[src/rtl/synch_fifo_reader.sv]
// ============================================================================
// Module   : synch_fifo_reader
// Purpose  : Read-side engine for the synchronous FIFO; hides the one-cycle
//            read latency behind a 3-entry buffer and presents valid/ready.
// Revision : 1.0
// ============================================================================
`default_nettype none

module synch_fifo_reader #(
    parameter int DATA_WIDTH = 32,
    parameter int CNT_WIDTH  = 16
) (
    input  logic                  clk,
    input  logic                  reset,
    input  logic                  en,
    input  logic                  fifo_empty,
    input  logic [DATA_WIDTH-1:0] fifo_data_out,
    output logic                  fifo_re,
    output logic                  m_valid,
    input  logic                  m_ready,
    output logic [DATA_WIDTH-1:0] m_data,
    output logic [1:0]            buf_level,
    output logic [CNT_WIDTH-1:0]  xfer_count
);

    logic [DATA_WIDTH-1:0] mem [0:2];
    logic [1:0]            head;
    logic [1:0]            tail;
    logic [1:0]            count;
    logic                  pending;
    logic                  pop;
    logic [2:0]            committed;

    // Reads in flight count against capacity so a full backlog never overflows.
    assign committed = {1'b0, count} + {2'b00, pending};
    assign fifo_re   = !reset && en && !fifo_empty && (committed < 3'd3);

    assign m_valid   = (count != 2'd0);
    assign m_data    = mem[head];
    assign buf_level = count;
    assign pop       = m_valid && m_ready;

    always_ff @(posedge clk or posedge reset) begin
        if (reset) begin
            head       <= 2'd0;
            tail       <= 2'd0;
            count      <= 2'd0;
            pending    <= 1'b0;
            xfer_count <= '0;
            for (int i = 0; i < 3; i++) begin
                mem[i] <= '0;
            end
        end else begin
            pending <= fifo_re;
            if (pending) begin
                mem[tail] <= fifo_data_out;
                tail      <= (tail == 2'd2) ? 2'd0 : tail + 2'd1;
            end
            if (pop) begin
                head       <= (head == 2'd2) ? 2'd0 : head + 2'd1;
                xfer_count <= xfer_count + 1'b1;
            end
            case ({pending, pop})
                2'b10:   count <= count + 2'd1;
                2'b01:   count <= count - 2'd1;
                default: count <= count;
            endcase
        end
    end

endmodule

`default_nettype wire

[config.mk]
export PLATFORM = sky130hd
export DESIGN_NAME = synch_fifo_reader
export DESIGN_NICKNAME = d
export VERILOG_FILES = /design/src/rtl/synch_fifo_reader.sv
export SDC_FILE = /design/constraint.sdc
export NUM_CORES = 1
export LEC_CHECK = 0
export ABC_AREA = 1
export CORE_MARGIN = 1.5
export CORE_UTILIZATION = 30
export CTS_CLUSTER_DIAMETER = 40
export DETAILED_ROUTE_END_ITERATION = 16
export PLACE_DENSITY_LB_ADDON = 0.25
export SETUP_SLACK_MARGIN = 0.15
export SYNTH_ARGS = -nofsm -noshare
export SYNTH_HDL_FRONTEND = slang
export SYNTH_SLANG_ARGS = --single-unit
[constraint.sdc]
create_clock -name clk -period 7.99 [get_ports clk]
set_clock_uncertainty 0.2 [all_clocks]
set_input_delay 1.598 -clock clk [delete_from_list [all_inputs] [get_ports clk]]
set_output_delay 1.598 -clock clk [all_outputs]
set_load 0.05 [all_outputs]
==> metrics <==
r2r worst-path depth 4; Max VDD drop 0.2583 mV; CTS tree built; Core Box Area 17240 sq um; final hold slack 0.2857 ns; post-CTS resize count 0; GRT busiest layer met2; GRT Util Overall 0.1556; CP arrival 3.57 ns; GR met2 Demand/Resource 0.2490; PwrDens 513.7 nW/um^2; wire per inst 14.28 microns; Worst-Skew Late Latency 0.41 ns; H-Tree Depth 4; Pleak 3.348 nW; antenna cell count 0; Net Sw Frac 0.4426; grt met1 use 0.2006; ANT nets after route 0; Hold Path Sink mem[7]; Clk network pwr share 0.230; CTS max path bufs 2; Slew headroom 0.2854; synthesized area 5271 sq um; synthesized flop and latch total 119; FMAX 186.3 MHz; TritonRoute pass-1 iters 5; post-synthesis sequential area ratio 0.5649; unrepaired setup endpoints after global routing false; Yosys top cell by area dfrtp_1; # fillers 1697; Yosys Warn Count 0; Worst Hold Class reg2reg; antenna violations before repair 0; Combinational Power Share 0.479; Post-Route WL 13.48 mm; largest net degree at the start of global routing 84; area of the die 18380 sq um; status completed; R2R setup slack 5.89 ns; distinct cell type count after synthesis 21; Vias per Instance 4.686; maxcap violations 0; Crit Path Max Fanout 38; met3 Usage GRT 0.04340; Pint 0.001999 W; crit start category input pin; period utilization 0.6719; R2R Path Start pending; GP Congestion 0.7594; Syn-to-layout area delta 32.42%; crit end category output pin; setup_tns 0 ns; Syn Inst Count 627; number of hold buffers added after CTS 0; fin nets 748; Syn Area/Cell 8.407 sq um; fin. max-slew vios 0; final hold violation count 0; Worst Max-Slew Pin Slew 1.072 ns; FP Rows 48; drt initial violations 314; NetSw 0.001587 W; Die Y 135.6 microns; vias in the first global route 4404; most frequent cells in the layout nand2_1 (197), dfrtp_1 (119), clkdlybuf4s50_1 (88); Req. time, crit path 6.19 ns; RR Endpoint mem[89]; Synth area leaders dfrtp_1 (56%), nand2_1 (14%), nand3_1 (7.2%); Die W 135.6 microns; Worst Setup Path Type in2out; Synthesized Nets 668; total CTS buffers 17; DRC errors left 0; area share of the largest cell type after synthesis 0.5649; most common cell after layout, fill and taps aside nand2_1; Worst Hold Depth 2; Buffers on Ports 88; vias post-DR 4424; min-delay src mem[7]; clock transition at the registers of the reported paths 0.06 ns; starting density of the core 0.3058; layout cells sized above 1 0.06676; Clock Sink Count 119; first-pass GRT wire length 22.13 mm; gr ovfl total 0; Seq pwr share 0.291; CTS Root Buffer Type clkbuf_16; DP HPWL 8.288 mm; Post-CTS Setup Inserts 0; Final setup viols 0; Final Critical Period 5.368 ns; io pins 89
## worst max path at each step
stage           from  endpoint  cells after the start  slack, ns
3_3_place_gp   reset   fifo_re                      5       2.58
5_1_grt        reset   fifo_re                      5       2.42
2_1_floorplan  reset   fifo_re                      3       1.03
3_5_place_dp   reset   fifo_re                      5       2.59
4_1_cts        reset   fifo_re                      5       2.57
6_report       reset   fifo_re                      5       2.62
## flip-flops by register name, summed over array words and instances (netlist names)
signal and flops:
mem 96, xfer_count 16, buf_level 2, head 2, tail 2, pending 1
## synthesized netlist by cell type, drive strengths merged
cell type    n
xor2         5
nand2      199
clkbuf      13
nor2        20
nand3b       2
xnor2        6
nand3       77
nor3         1
inv         56
ha           4
buf         20
o21ai      103
dfrtp      119
a21oi        2
## metal layers
layer	wire length [microns]	vias to the layer above	part of all wire
met3	601	14	0.045
met5	0	-	0
met4	181	0	0.013
li1	-	2177	-
met2	6543	105	0.49
met1	6154	2128	0.46
## critical path: stages
cell and delay, ns:
clkdlybuf4s50_1 0.45, inv_4 0.37, nand3_1 0.13, a21oi_1 0.17
clkdlybuf4s50_1 0.83
## layout make-up
cell class	instances	area, sq um	share of cell area
Sequential cell	119	2978	0.4266
Multi-Input combinational cell	419	1946	0.2787
Timing Repair Buffer	94	925.9	0.1326
Clock buffer	22	464.2	0.06650
Tap cell	225	281.5	0.04033
Inverter	56	212.7	0.03047
Clock inverter	9	172.7	0.02474
## per-stage QoR
step	utilization	std cells	setup slack, ns	cell area, sq um	total power (W)
floorplan	-	627	1.030	5271	0.002212
global placement	0.3680	913	2.576	6344	0.002748
detailed placement	0.3680	913	2.590	6344	0.002787
CTS	0.4050	944	2.573	6980	0.003628
global route	0.4050	944	2.421	6980	0.003799
finish	0.4050	944	2.622	6980	0.003586
## cells by family (layout without fill, tap and decap cells)
family	count (synthesis)	count (layout)	synth area share
simple gates	299	299	0.2397
flops	119	119	0.5649
compound gates	105	105	0.09969
buf+inv	89	181	0.06788
xor+xnor	11	11	0.01828
fa+ha+maj	4	4	0.009495
## power groups by stage
stage	clock (W)	sequential, W	combinational (W)
6_report	0.000823	0.00104	0.00172
5_1_grt	0.000868	0.00108	0.00186
4_1_cts	0.000841	0.00104	0.00175
3_5_place_dp	0	0.00105	0.00174
3_3_place_gp	0	0.00103	0.00172
2_1_floorplan	0	0.00108	0.00113
(Power assumes the default switching activity.)
